### src/rtl/frame_sync_deframer.sv
// Sync-word hunter and byte deframer fed by a serial-in/parallel-out window; all outputs registered (1 cycle after bit_en).
// No backpressure: advances only on bit_en, idle cycles hold state and drop strobes.
module frame_sync_deframer #(
    parameter int                WIN_W         = 32,
    parameter int                SYNC_W        = 16,
    parameter logic [SYNC_W-1:0] SYNC_WORD     = 16'hA5C3,
    parameter int                PAYLOAD_BYTES = 2,
    parameter int                LOCK_N        = 2,
    parameter int                MISS_N        = 2
) (
    input  logic             clk,
    input  logic             rstn,
    input  logic             bit_en,
    input  logic [WIN_W-1:0] win,
    output logic [7:0]       byte_out,
    output logic             byte_valid,
    output logic             frame_start,
    output logic             sync_err,
    output logic             locked,
    output logic [1:0]       state_dbg
);
    localparam int CW = $clog2(WIN_W + 1);

    typedef enum logic [1:0] {
        HUNT    = 2'd0,
        PAYLOAD = 2'd1,
        VERIFY  = 2'd2
    } state_t;

    state_t        state, state_nx;
    logic [CW-1:0] bit_cnt, bit_cnt_nx, bit_inc;
    logic [7:0]    byte_cnt, byte_cnt_nx, byte_inc;
    logic [3:0]    good_cnt, good_nx, good_inc;
    logic [3:0]    miss_cnt, miss_nx, miss_inc;
    logic [7:0]    byte_nx;
    logic          valid_nx, start_nx, err_nx, locked_nx;
    logic          sync_hit;

    // Upper window bits only matter to wider sync words; fold them so none dangle.
    logic unused_win;
    assign unused_win = ^win;

    assign sync_hit = (win[SYNC_W-1:0] == SYNC_WORD);
    assign bit_inc  = bit_cnt + 1'b1;
    assign byte_inc = byte_cnt + 8'd1;
    assign miss_inc = miss_cnt + 4'd1;
    assign good_inc = (good_cnt >= 4'(LOCK_N)) ? 4'(LOCK_N) : good_cnt + 4'd1;

    always_comb begin
        state_nx    = state;
        bit_cnt_nx  = bit_cnt;
        byte_cnt_nx = byte_cnt;
        good_nx     = good_cnt;
        miss_nx     = miss_cnt;
        byte_nx     = byte_out;
        locked_nx   = locked;
        valid_nx    = 1'b0;
        start_nx    = 1'b0;
        err_nx      = 1'b0;
        if (bit_en) begin
            case (state)
                HUNT: begin
                    if (sync_hit) begin
                        state_nx    = PAYLOAD;
                        start_nx    = 1'b1;
                        good_nx     = 4'd1;
                        miss_nx     = 4'd0;
                        bit_cnt_nx  = '0;
                        byte_cnt_nx = 8'd0;
                        if (LOCK_N == 1)
                            locked_nx = 1'b1;
                    end
                end
                PAYLOAD: begin
                    bit_cnt_nx = bit_inc;
                    if (bit_inc == CW'(8)) begin
                        byte_nx     = win[7:0];
                        valid_nx    = 1'b1;
                        bit_cnt_nx  = '0;
                        byte_cnt_nx = byte_inc;
                        if (byte_inc == 8'(PAYLOAD_BYTES))
                            state_nx = VERIFY;
                    end
                end
                VERIFY: begin
                    bit_cnt_nx = bit_inc;
                    if (bit_inc == CW'(SYNC_W)) begin
                        bit_cnt_nx  = '0;
                        byte_cnt_nx = 8'd0;
                        state_nx    = PAYLOAD;
                        if (sync_hit) begin
                            start_nx = 1'b1;
                            miss_nx  = 4'd0;
                            good_nx  = good_inc;
                            if (good_inc == 4'(LOCK_N))
                                locked_nx = 1'b1;
                        end else begin
                            err_nx = 1'b1;
                            if (miss_inc == 4'(MISS_N)) begin
                                state_nx  = HUNT;
                                locked_nx = 1'b0;
                                good_nx   = 4'd0;
                                miss_nx   = 4'd0;
                            end else begin
                                // Flywheel: keep framing on the old alignment.
                                miss_nx = miss_inc;
                                good_nx = 4'd0;
                            end
                        end
                    end
                end
                default: state_nx = HUNT;
            endcase
        end
    end

    always_ff @(posedge clk or negedge rstn) begin
        if (!rstn) begin
            state       <= HUNT;
            bit_cnt     <= '0;
            byte_cnt    <= 8'd0;
            good_cnt    <= 4'd0;
            miss_cnt    <= 4'd0;
            byte_out    <= 8'd0;
            byte_valid  <= 1'b0;
            frame_start <= 1'b0;
            sync_err    <= 1'b0;
            locked      <= 1'b0;
        end else begin
            state       <= state_nx;
            bit_cnt     <= bit_cnt_nx;
            byte_cnt    <= byte_cnt_nx;
            good_cnt    <= good_nx;
            miss_cnt    <= miss_nx;
            byte_out    <= byte_nx;
            byte_valid  <= valid_nx;
            frame_start <= start_nx;
            sync_err    <= err_nx;
            locked      <= locked_nx;
        end
    end

    assign state_dbg = state;

endmodule

### config.mk
export PLATFORM = sky130hd
export DESIGN_NAME = frame_sync_deframer
export DESIGN_NICKNAME = d
export VERILOG_FILES = /design/src/rtl/frame_sync_deframer.sv
export SDC_FILE = /design/constraint.sdc
export NUM_CORES = 1
export LEC_CHECK = 0
export CAP_MARGIN = 20
export CORE_ASPECT_RATIO = 0.75
export CORE_MARGIN = 1
export CORE_UTILIZATION = 30
export DETAILED_ROUTE_END_ITERATION = 7
export SYNTH_ARGS = -nofsm -noshare
export SYNTH_HDL_FRONTEND = slang
export SYNTH_SLANG_ARGS = --single-unit
### constraint.sdc
create_clock -name clk -period 3.95 [get_ports clk]
set_clock_uncertainty 0.2 [all_clocks]
set_input_delay 0.79 -clock clk [delete_from_list [all_inputs] [get_ports clk]]
set_output_delay 0.79 -clock clk [all_outputs]
set_load 0.03 [all_outputs]
==> run summary, run 1 <==
Status: finished, final reports clean
Post-synth EDFFs: 0
Worst IR Drop VDD: 0.194 mV
Tightest Pin Transition: 0.832 ns
Total number of vias: 1741
Die Span Y: 74.8 um
Sequential share of the synthesized area: 42.5%
Worst r2r dst: byte_cnt[6]
Setup total negative slack: 0 ns
Place WS: 0.513 ns
Library cells used by synthesis: 48
Syn Inst Count: 225
Count of input and output buffers: 32
Die width: 99.1 um
Final setup vio count: 0
I/O pins: 49
Worst Setup End Kind: register
R2r setup slk: 1.08 ns
First DRT Iteration DRCs: 75
Setup Buffers After CTS: 0
Reg2Reg Depth: 7
Final Cycle Share: 79.2%
Wirelength per Cell: 13.5 um
Worst setup SP type: input port
TritonCTS Sinks: 36
Share of layout cells above drive strength 1: 7.39%
HPWL Detailed: 3300 um
Post-route DRC: 0
Worst-Skew Late Latency: 0.30 ns
Starting Density: 31.0%
RR Startpoint: bit_cnt[0]
CP Max Fanout: 10
Highest clock rate: 0.320 GHz
CTS root buffer: clkbuf_8
Ys Warns: 0
Row cnt: 26
Setup ws final: 0.821 ns
RSZ-0062 raised after global routing: no
PwrDens: 496 nW/um2
CTS H-tree lvls: 2
Routed WL: 4590 um
Syn-to-layout area delta: 24.1%
Most used DFF post-synth: dfrtp_1
GP Congestion: 0.787
Max cap viols: 0
Synthesized net count: 272
GRT overflow: 0
Class of the most critical setup path: input port to register
Hold Crit Class: register to register
Setup crit start: win[2]
N_diodes: 0
Syn Std Cell Area: 2120 um2
Final Hold Viols: 0
Vias in the first global route: 1526
CTS resizes: 0
Slew headroom: 44.5%
DRT Pass-1 Iters: 4
Max clock buf depth: 2
Avg Inst Size Synth: 9.43 um2
Final non-filler cell total: 341
Leakage power: 0.00120 uW
Synth async-reset ratio: 100%
Via density per instance: 5.11
Cells after DPL: 333
Critical path required time: 3.97 ns
Cts hold-fix bufs: 0
Arrival time at the worst endpoint: 3.14 ns
First-pass GRT wire length: 7760 um
Initial antenna violation count: 0
Clk pin slew, worst setup/hold paths: 0.08 ns
Core Region: 6830 um2
Hold Worst Slack: 0.294 ns
Critical Path Sink: byte_cnt[6]
Global Route Usage Sum: 13.4%
Nets@finish: 303
Die Area: 7410 um2
HP Start: byte_out[0]
Register bit total from synthesis: 36
CTS Buf Count: 5
Period minus WS final: 3.13 ns
Final ANT Viol Nets: 0
CTS tree: built
Max-slew violation count: 0
Largest net degree at the start of global routing: 37
[cell families (layout without fill, tap and decap cells)]
family,Yosys count,after routing,share of synthesized area (%)
buffers and inverters,22,54,4.01
and+or+nand+nor,88,88,23.2
xor gates and xnor gates,5,5,2.07
adders and majority gates,12,12,7.08
AOI/OAI and AO/OA,52,52,15.9
muxes,10,10,5.25
DFF,36,36,42.5
[power breakdown]
group	leakage, uW	switching (uW)	internal [uW]
clock	0.0000541	141	187
combinational	0.000709	236	207
sequential	0.000434	87.5	447
[registers in the layout (all words and copies together) (netlist names)]
signal and count:
locked 1, state_dbg 2, byte_out 8, byte_cnt 8, good_cnt 4, byte_valid 1, frame_start 1, sync_err 1
bit_cnt 6, miss_cnt 4
[cell type report]
| class | instances | area [um2] |
|---|---|---|
| well taps | 84 | 105 |
| fillers | 709 | 4200 |
| flip-flops and latches | 36 | 901 |
| clock inverters | 3 | 42.5 |
| multi-input cells | 167 | 1130 |
| repair buffers | 35 | 338 |
| clock buffers | 5 | 68.8 |
| inverters | 11 | 41.3 |
[worst min path at each step]
stage	to	slack [ns]	cells after the start
CTS	byte_out[0]	0.30	1
finish	byte_out[0]	0.29	1
detailed placement	good_cnt[2]	0.28	2
global placement	byte_out[4]	0.28	1
global route	byte_out[0]	0.31	1
floorplan	good_cnt[3]	0.25	1
[stage by stage]
step	cell area, um2	utilization [%]	power [uW]
after CTS	2630	38.5	1320
final	2630	38.5	1310
after detailed placement	2520	36.9	989
after global placement	2520	36.9	974
after global routing	2630	38.5	1390
after floorplan	2120	-	827
[worst max-delay path, cell delays in order]
cell and delay, ns:
clkdlybuf4s50_1 0.46, nor4b_4 0.35, nand4_4 0.20, a211o_1 0.35
a211o_1 0.41, or4_1 0.50, o21ai_1 0.10
[metal layers]
layer  vias to the layer above  routed length [um]  GRT usage (%)
met5                         -                   0              0
met4                         0                  49           3.92
met3                         7                 282           3.44
met2                        46                1770           18.9
met1                       808                2480           20.2
li1                        880                   -              -
[cells in the final DEF, fill, tap and decap left out, types with 7 or more instances in the layout]
master	instances
nor3_1	7
a21oi_1	7
nand2_1	27
clkdlybuf4s50_1	31
dfrtp_1	36
nand3_1	8
and3_1	7
inv_1	11
nor2_1	11
o21ai_1	15
nand4_1	7
ha_1	12
[synth_stat cells (all sizes together), types with 2 or more instances]
cell type | count | area share (%)
a211o | 2 | 0.83
a21oi | 7 | 1.7
a31oi | 4 | 1.2
and3 | 7 | 2.1
and4bb | 2 | 1.2
buf | 2 | 0.47
clkbuf | 9 | 1.6
dfrtp | 36 | 42
ha | 12 | 7.1
inv | 11 | 1.9
mux2 | 9 | 4.8
nand2 | 27 | 4.8
nand2b | 5 | 1.5
nand3 | 8 | 1.9
nand3b | 2 | 0.71
nand4 | 8 | 3.1
nor2 | 11 | 1.9
nor3 | 7 | 1.7
o21ai | 20 | 4.7
o221ai | 3 | 1.2
o31ai | 4 | 1.4
or2 | 2 | 0.59
or4 | 3 | 1.1
xnor2 | 2 | 0.83
xor2 | 3 | 1.2
Note: power is estimated with default switching activity, not from simulation.
==> run 2: changes to the inputs <==
==> constraint.sdc (replaced) <==
create_clock -name clk -period 3.1 [get_ports clk]
set_clock_uncertainty 0.2 [all_clocks]
set_input_delay 0.62 -clock clk [delete_from_list [all_inputs] [get_ports clk]]
set_output_delay 0.62 -clock clk [all_outputs]
set_load 0.03 [all_outputs]
==> run 2 against run 1 <==
Compared with the run above: worst hold slack worse by 0.072 ns; utilization up 0.055 points; power up 22%; first-iteration DRC count up 17%; clock power up 7.9%; die area unchanged; largest power group unchanged.
==> run summary, run 2 (same netlist as run 1, synthesis figures left out) <==
Status: finished, final reports clean
CTS Buf Count: 5 (unchanged)
Die Area: 7410 um2 (unchanged)
Clk pin slew, worst setup/hold paths: 0.07 ns (about the same)
Setup total negative slack: 0 ns (unchanged)
Final Cycle Share: 86.9%
Class of the most critical setup path: input port to register
Met1 WL: 2490 um (+0.16%)
Crit-path max cell delay: 0.47 ns (-0.03 ns)
CTS tree: built
Starting Density: 31.0% (unchanged)
Routed WL: 4580 um (-0.20%)
First DRT Iteration DRCs: 88 (+17%)
Most common cell after layout, fill and taps aside: dfrtp_1
Total number of vias: 1787 (+2.6%)
Wirelength per Cell: 13.3 um (-1.1%)
CP Max Fanout: 2 (-8)
RSZ-0062 raised after global routing: no
Vias in the first global route: 1548 (+1.4%)
Share of layout cells above drive strength 1: 8.46% (+1.1 points)
Die Span Y: 74.8 um (unchanged)
TritonCTS Sinks: 36 (unchanged)
Setup Buffers After CTS: 0 (unchanged)
Arrival time at the worst endpoint: 2.71 ns (-0.43 ns)
Cts hold-fix bufs: 0 (unchanged)
Cell family with most CP delay: simple AND/OR/NAND/NOR gates
CTS resizes: 0 (unchanged)
DRT Pass-1 Iters: 4 (unchanged)
Max-slew violation count: 0 (unchanged)
Global Route Usage Sum: 13.1% (-0.33 points)
Tightest Pin Transition: 0.846 ns (+0.0134 ns)
Die width: 99.1 um (unchanged)
Worst-Skew Late Latency: 0.30 ns (about the same)
Max clock buf depth: 2 (unchanged)
Worst Setup End Kind: register
Place WS: 0.0728 ns (-0.440 ns)
Row cnt: 26 (unchanged)
Hold Crit Class: input port to async pin
Fillers: 686 (-3.2%)
CTS root buffer: clkbuf_8
CP cell instances: clkdlybuf4s50_1 -> nor4b_4 -> nand4_4 -> a211o_1 -> a211o_1 -> or4_1 -> o21ai_1
Slew headroom: 43.6% (-0.89 points)
Switch share: 36.6% (+1.1 points)
Fin area: 2640 um2 (+0.14%)
Top Registers: byte_cnt (8), byte_out (8), bit_cnt (6)
Highest clock rate: 0.371 GHz
N_diodes: 0 (unchanged)
GRT overflow: 0 (unchanged)
Part of the power in the clock network: 22.2% (-2.9 points)
Critical path required time: 3.12 ns (-0.85 ns)
Met3 wire length: 252 um (-11%)
Crit path buf inv count: 1 (unchanged)
PwrDens: 606 nW/um2 (+22%)
I/O pins: 49 (unchanged)
Final ANT Viol Nets: 0 (unchanged)
Syn-to-layout area delta: 24.2%
Int Power: 1010 uW (+20%)
Max cap viols: 0 (unchanged)
Sw power: 585 uW (+26%)
First-pass GRT wire length: 7550 um (-2.8%)
Worst setup SP type: input port
Placed Area: 2540 um2 (+0.89%)
Worst IR Drop VDD: 0.269 mV (+39%)
Worst path slowest cell: or4_1
GP Congestion: 0.786 (about the same)
Share of power burned in registers: 42.6% (+1.6 points)
Largest net degree at the start of global routing: 37 (unchanged)
CTS H-tree lvls: 2 (unchanged)
Nets@finish: 306 (+0.99%)
Via density per instance: 5.19 (+1.7%)
Metal2 WL: 1760 um (-0.68%)
Core Region: 6830 um2 (unchanged)
Post-route DRC: 0 (unchanged)
Setup ws final: 0.405 ns (-0.416 ns)
Final setup vio count: 0 (unchanged)
Period minus WS final: 2.70 ns
Count of input and output buffers: 32 (unchanged)
Most frequent cells in the layout: dfrtp_1 (36), clkdlybuf4s50_1 (31), nand2_1 (27)
Hold Worst Slack: 0.223 ns (-0.0718 ns)
Leakage power: 0.00121 uW (+0.94%)
Top Metal Used: met4
Crit path top cell by count: a211o_1
HPWL Detailed: 3250 um (-1.6%)
Final Hold Viols: 0 (unchanged)
Logic pwr share: 35.2% (+1.3 points)
Initial antenna violation count: 0 (unchanged)
==> run 2: changes by cell type in the layout (fill, tap and decap cells not counted), sizes merged <==
cell and change:
buf +3, bufinv -1, clkbuf +1, clkinv +1
clkinvlp -1
==> run 2: path summary, 6_finish.rpt <==
kind                                   from            to  slack (ns)  cells past startpoint
worst min-delay path                   rstn   byte_out[0]        0.22                      1
worst max-delay path                 win[2]   byte_cnt[6]        0.40                      7
max in group asynchronous              rstn  state_dbg[0]        1.94                      1
worst min register to register  byte_out[4]   byte_out[4]        0.29                      1
min in group clk                byte_out[4]   byte_out[4]        0.29                      1
worst max register to register   bit_cnt[0]   byte_cnt[6]        0.49                      7
==> run 2: per-stage QoR <==
step / std cells / total power [uW] / util, %
floorplan: 225 / 1050 / -
global placement: 336 / 1240 / 37.2
detailed placement: 336 / 1250 / 37.2
CTS: 344 / 1610 / 38.6
global route: 344 / 1710 / 38.6
finish: 344 / 1600 / 38.6
==> run 2: metal layers <==
metal,vias up,GRT usage [%]
met3,9,3.71
met5,-,0
li1,886,-
met4,0,5.39
met1,846,19.2
met2,46,17.9
==> run 2: final cells by class <==
cell class              count  area [um2]  area share, %
clock inverters             2        10.0          0.380
clock buffers               6        82.6           3.13
repair buffers             38         360           13.7
flip-flops and latches     36         901           34.2
well taps                  84         105           3.99
multi-input cells         167        1130           43.1
inverters                  11        41.3           1.57
==> run 2: power by group through the flow <==
stage	registers [uW]	clock network [uW]	logic [uW]
floorplan	746	0	308
global placement	684	0	556
detailed placement	686	0	564
CTS	678	367	565
global route	703	388	622
finish	680	354	563
==> run 3: changes to the inputs <==
--- a/config.mk
+++ b/config.mk
@@ -7,7 +7,7 @@
 export LEC_CHECK = 0
 export CAP_MARGIN = 20
 export CORE_ASPECT_RATIO = 0.75
-export CORE_MARGIN = 1
+export CORE_MARGIN = 2
 export CORE_UTILIZATION = 30
 export DETAILED_ROUTE_END_ITERATION = 7
 export SYNTH_ARGS = -nofsm -noshare
==> run 3 against run 2 <==
Compared with the run above: non-clock buffer count fell by 1; worst setup slack improved by 0.0027 ns; design area fell by 0.38%; clock power barely moved; combinational power rose by 0.7%; global-route usage fell by 0.38 points; power rose by 0.24%; register-to-register slack got worse by 0.05 ns; sequential cell count did not move; worst hold slack got worse by 0.012 ns; utilization fell by 0.15 points; critical endpoint is now byte_cnt[0].
==> run summary, run 3 (same netlist as run 1, synthesis figures left out) <==
Wirelength per Cell: 13.5 um (+1.8%)
First-pass GRT wire length: 7920 um (+4.9%)
Clk pin slew, worst setup/hold paths: 0.08 ns (about the same)
Class of the most critical setup path: input port to register
Core Region: 6830 um2 (unchanged)
Status: finished, final reports clean
DRT Pass-1 Iters: 4 (unchanged)
Critical path required time: 3.14 ns (+0.02 ns)
Share of power burned in registers: 42.5% (about the same)
Total number of vias: 1769 (-1.0%)
Sw power: 584 uW (about the same)
Syn-to-layout area delta: 23.8%
Worst setup SP type: input port
Register Area: 901 um2 (unchanged)
First DRT Iteration DRCs: 79 (-10%)
Max clock buf depth: 2 (unchanged)
Nets@finish: 305 (-0.33%)
Layer with the highest usage: met1
CTS resizes: 0 (unchanged)
Tightest Pin Transition: 0.818 ns (-0.0276 ns)
Vias in the first global route: 1662 (+7.4%)
Multi-input logic area: 1130 um2 (unchanged)
Setup Buffers After CTS: 0 (unchanged)
Leakage power: 0.00120 uW (-0.90%)
Worst Setup End Kind: register
Int Power: 1020 uW (+0.41%)
GP Congestion: 0.822 (+4.5%)
Routed WL: 4650 um (+1.5%)
Final ANT Viol Nets: 0 (unchanged)
Most frequent cells in the layout: dfrtp_1 (36), clkdlybuf4s50_1 (31), nand2_1 (27)
Initial antenna violation count: 0 (unchanged)
CTS H-tree lvls: 2 (unchanged)
Die width: 101 um (+2.0%)
CTS root buffer: clkbuf_8
Global Route Usage Sum: 12.7% (-0.38 points)
Arrival time at the worst endpoint: 2.73 ns (+0.02 ns)
Count of input and output buffers: 32 (unchanged)
Top Registers: byte_cnt (8), byte_out (8), bit_cnt (6)
Most common cell after layout, fill and taps aside: dfrtp_1
Fin area: 2630 um2 (-0.38%)
Die Span Y: 76.8 um (+2.7%)
Cts hold-fix bufs: 0 (unchanged)
Max-slew violation count: 0 (unchanged)
PwrDens: 610 nW/um2 (+0.62%)
GRT met3 Usage: 3.83% (+0.11 points)
Hold Crit Class: input port to async pin
Final Hold Viols: 0 (unchanged)
Logic pwr share: 35.4% (+0.2 points)
Worst-Skew Late Latency: 0.29 ns (about the same)
N_diodes: 0 (unchanged)
CTS Buf Count: 5 (unchanged)
TritonCTS Sinks: 36 (unchanged)
Setup total negative slack: 0 ns (unchanged)
CP Max Fanout: 14 (+12)
RSZ-0062 raised after global routing: no
Row cnt: 26 (unchanged)
Via density per instance: 5.16 (-0.72%)
Fillers: 686 (unchanged)
Slew headroom: 45.5% (+1.8 points)
Final setup vio count: 0 (unchanged)
Placed Area: 2530 um2 (-0.30%)
GRT overflow: 0 (unchanged)
Starting Density: 31.0% (unchanged)
GR Util met2: 17.4% (-0.60 points)
Grt met1 use: 19.1% (-0.15 points)
Max cap viols: 0 (unchanged)
I/O pins: 49 (unchanged)
Period minus WS final: 2.69 ns (-0.00271 ns)
HPWL Detailed: 3370 um (+3.8%)
CTS tree: built
Part of the power in the clock network: 22.1% (about the same)
Final Cycle Share: 86.9% (-0.088 points)
Highest clock rate: 0.371 GHz (+0.10%)
Largest net degree at the start of global routing: 37 (unchanged)
Worst IR Drop VDD: 0.226 mV (-16%)
Post-route DRC: 0 (unchanged)
Die Area: 7760 um2 (+4.7%)
Share of layout cells above drive strength 1: 7.34% (-1.1 points)
Switch share: 36.5% (-0.11 points)
[run 3: cell count changes in the layout (fill, tap and decap cells not counted), sizes merged]
cell	delta
clkinv	-2
clkbuf	+2
buf	-1
[run 3: final timing paths]
kind                                  start           to  slack (ns)  depth (start not counted)
worst max-delay path                 win[2]  byte_cnt[0]        0.41                          8
worst min-delay path                   rstn  byte_out[3]        0.21                          1
worst max register to register   bit_cnt[0]  byte_cnt[0]        0.44                          8
worst min register to register  byte_out[0]  byte_out[0]        0.29                          1
max in group asynchronous              rstn   bit_cnt[4]        1.96                          1
min in group clk                byte_out[0]  byte_out[0]        0.29                          1
[run 3: per-stage QoR]
step	hold WS, ns	power, uW	setup slack, ns	utilization, %	instances
after CTS	0.257	1610	0.387	38.4	343
after detailed placement	0.281	1260	0.0783	37.1	335
final	0.210	1600	0.407	38.4	343
after floorplan	0.124	1050	0.558	-	225
after global placement	0.274	1240	0.0763	37.1	335
after global routing	0.299	1720	0.142	38.4	343
[run 3: per-layer routing]
| metal | vias to the layer above | share of wire [%] |
|---|---|---|
| met4 | 0 | 0.84 |
| met3 | 5 | 7.1 |
| met5 | - | 0 |
| met2 | 45 | 40 |
| li1 | 881 | - |
| met1 | 838 | 52 |
[run 3: layout make-up]
type | count | area share, %
Clock buffer | 8 | 3.43
Multi-Input combinational cell | 167 | 43.2
Tap cell | 84 | 4.00
Sequential cell | 36 | 34.3
Inverter | 11 | 1.57
Timing Repair Buffer | 37 | 13.4
[run 3: worst max-delay path, cell delays in order]
cell and delay (ns):
clkdlybuf4s50_1 0.45, nor4b_4 0.34, nand4_4 0.14, a211o_1 0.32, a211o_1 0.29, buf_4 0.19
or3_1 0.31, nand2_1 0.07
[run 3: power by group through the flow]
stage / Combinational, uW / Sequential (uW) / Clock [uW]
3_5_place_dp: 570 / 688 / 0
5_1_grt: 625 / 703 / 387
4_1_cts: 572 / 681 / 359
2_1_floorplan: 308 / 746 / 0
3_3_place_gp: 558 / 686 / 0
6_report: 567 / 681 / 353
==> RTL change: new RTL, flow settings as in run 1 <==
Take the reset off `byte_out` and load it in a clocked block of its own.
--- a/src/rtl/frame_sync_deframer.sv
+++ b/src/rtl/frame_sync_deframer.sv
@@ -122,5 +122,4 @@
             good_cnt    <= 4'd0;
             miss_cnt    <= 4'd0;
-            byte_out    <= 8'd0;
             byte_valid  <= 1'b0;
             frame_start <= 1'b0;
@@ -133,5 +132,4 @@
             good_cnt    <= good_nx;
             miss_cnt    <= miss_nx;
-            byte_out    <= byte_nx;
             byte_valid  <= valid_nx;
             frame_start <= start_nx;
@@ -141,4 +139,8 @@
     end
 
+    always_ff @(posedge clk) begin
+        byte_out <= byte_nx;
+    end
+
     assign state_dbg = state;
 
Formal check against the unedited RTL: differs if rstn is asserted again (counterexample within 10 cycles, from zero or initial values and one cycle with rstn low); with rstn held inactive, the same outputs for 10 cycles.
==> RTL change against run 1 <==
  * Cell count rose by 1.5%
  * Sequential cell count unchanged
  * Register-to-register slack better by 0.28 ns
  * Setup slack improved by 0.14 ns
  * Power is 10% lower
  * Via count increased by 4.5%
  * Wire length increased by 12%
  * Critical path type unchanged
  * Sequential share of layout area is 0.12 points higher
  * Combinational power shrank 10%
  * Area after synthesis is 6.3% higher
  * Cell area is 4.1% higher
  * Non-clock buffer count is 2 lower
==> RTL change: results (changes against run 1) <==
Run status
  • Result of the run: finished, final reports clean

Layout
  • Nets@finish: 294 (-3.0%)
  • Layout cells sized above 1: 10.9% (+3.5 points)
  • Top Registers: byte_cnt (8), byte_out (8), bit_cnt (6)
  • ANT cells: 0 (unchanged)

Detailed routing
  • Final WL: 5.14 mm (+12%)
  • Starting DRT DRC Count: 61 (-19%)
  • Drt pass-1 iters: 4 (unchanged)
  • WL per Instance: 14.9 um (+10%)
  • Vias per cell: 5.26 (+3.0%)

Global route
  • Gr usage total: 14.2% (+0.77 points)
  • Vias in the first global route: 1820 (+19%)
  • Largest net degree at the start of global routing: 29 (-22%)
  • Antenna violations before repair: 0 (unchanged)
  • Global-route wire length before repair: 8.68 mm (+12%)

Power and ir drop
  • Worst vdd ir: 206 uV (+6.3%)
  • P_leak: 0.00109 uW (-8.5%)

STA
  • Relative slew slack: 53.5% (+9.0 points)

Place
  • Buffers added on ports: 32 (unchanged)
  • DP Wirelength: 3.83 mm (+16%)
  • RD Place Congestion: 0.777 (-1.2%)
  • Inst Count DP: 338 (+1.5%)
  • DP Worst Slack: 0.670 ns (+0.158 ns)
  • Dpl cell area: 2660 um2 (+5.4%)

Critical path
  • Crit path DAT: 2.96 ns (-0.18 ns)
  • CP peak stage delay: 0.54 ns (+0.04 ns)
  • Setup crit start: win[2]
  • Worst r2r src: state_dbg[1]
  • CP Max Fanout: 8 (-2)
  • CP max stage cell: a211oi_4
  • Cell family with most CP delay: compound AO/OA/AOI/OAI gates

Yosys
  • Async SR Flop Fraction: 77.8% (-22 points)
  • Ranking of synthesized cells by area: dfrtp_1 31%, edfxtp_1 11%, ha_1 6.7%
  • Post-synth EDFFs: 8 (+8)
  • Commonest cells in the netlist: 28 x dfrtp_1, 15 x inv_1, 12 x ha_1, 12 x nand2_1
  • Gate Count Post-Synth: 217 (-3.6%)
  • Synth warn: 0 (unchanged)
  • Syn Nets: 264 (-2.9%)
  • Seq/Total Area, Yosys: 41.8% (-0.72 points)
  • Unique masters post-synth: 60 (+25%)

Clocking
  • CTS Buffer Depth: 2 (unchanged)
  • Postcts setup bufs: 0 (unchanged)
  • Post-cts sizing count: 0 (unchanged)
  • Root buf cell: clkbuf_8
  • Clock buffer count from CTS: 5 (unchanged)
  • Htree depth: 2 (unchanged)

Min path
  • Beginning of the worst hold path: bit_cnt[5]
==> RTL change: cell count changes after synthesis, sizes merged, moves of 4 or more <==
cell    delta
mux2       -5
o211ai     +4
and4       +4
o21ai      -6
nand2     -15
a21oi      -4
dfrtp      -8
nor3       -4
inv        +4
nor2       -4
edfxtp     +8
nand4      -4
o22ai      +4
==> RTL change: worst paths after layout <==
check / to / slack, ns / cells past startpoint
hold / removal: bit_cnt[5] / 0.29 / 1
min in group asynchronous: miss_cnt[0] / 0.69 / 2
max in group asynchronous: byte_cnt[3] / 2.56 / 2
setup reg to reg: byte_cnt[6] / 1.36 / 6
hold reg to reg: bit_cnt[5] / 0.29 / 1
setup / recovery: byte_cnt[6] / 0.96 / 6
==> RTL change: where the power goes <==
part           internal [uW]  total, uW  switching [uW]
Sequential               431        515            84.7
Clock                    122        259             137
Combinational            177        398             221
==> RTL change: final cells by class <==
type,count,area [um2]
Timing Repair Buffer,33,328
Fill cell,726,4290
Tap cell,98,123
Sequential cell,36,941
Multi-Input combinational cell,156,1210
Clock buffer,6,72.6
Inverter,15,56.3
Clock inverter,2,11.3
==> RTL change: per-layer routing <==
layer	up-vias	GRT usage [%]	share of wire (%)
li1	886	-	-
met1	894	18.9	49
met2	37	23.0	46
met3	2	3.37	4.6
met4	0	3.57	0.41
met5	-	0	0
==> RTL change: per-stage QoR <==
step / power, uW / utilization, %
3_3_place_gp: 908 / 37.8
2_1_floorplan: 818 / -
6_report: 1170 / 39.0
5_1_grt: 1260 / 39.0
4_1_cts: 1180 / 39.0
3_5_place_dp: 921 / 37.8
==> RTL change: kinds of logic (layout without fill, tap and decap cells) <==
| group | count (synthesis) | in the layout | synth area share, % |
|---|---|---|---|
| DFF | 36 | 36 | 41.8 |
| buffers and inverters | 25 | 56 | 4.66 |
| xor gates and xnor gates | 4 | 4 | 1.55 |
| adders and majority gates | 12 | 12 | 6.66 |
| muxes | 5 | 5 | 2.44 |
| AOI/OAI and AO/OA | 56 | 56 | 19.7 |
| and+or+nand+nor | 79 | 79 | 23.3 |
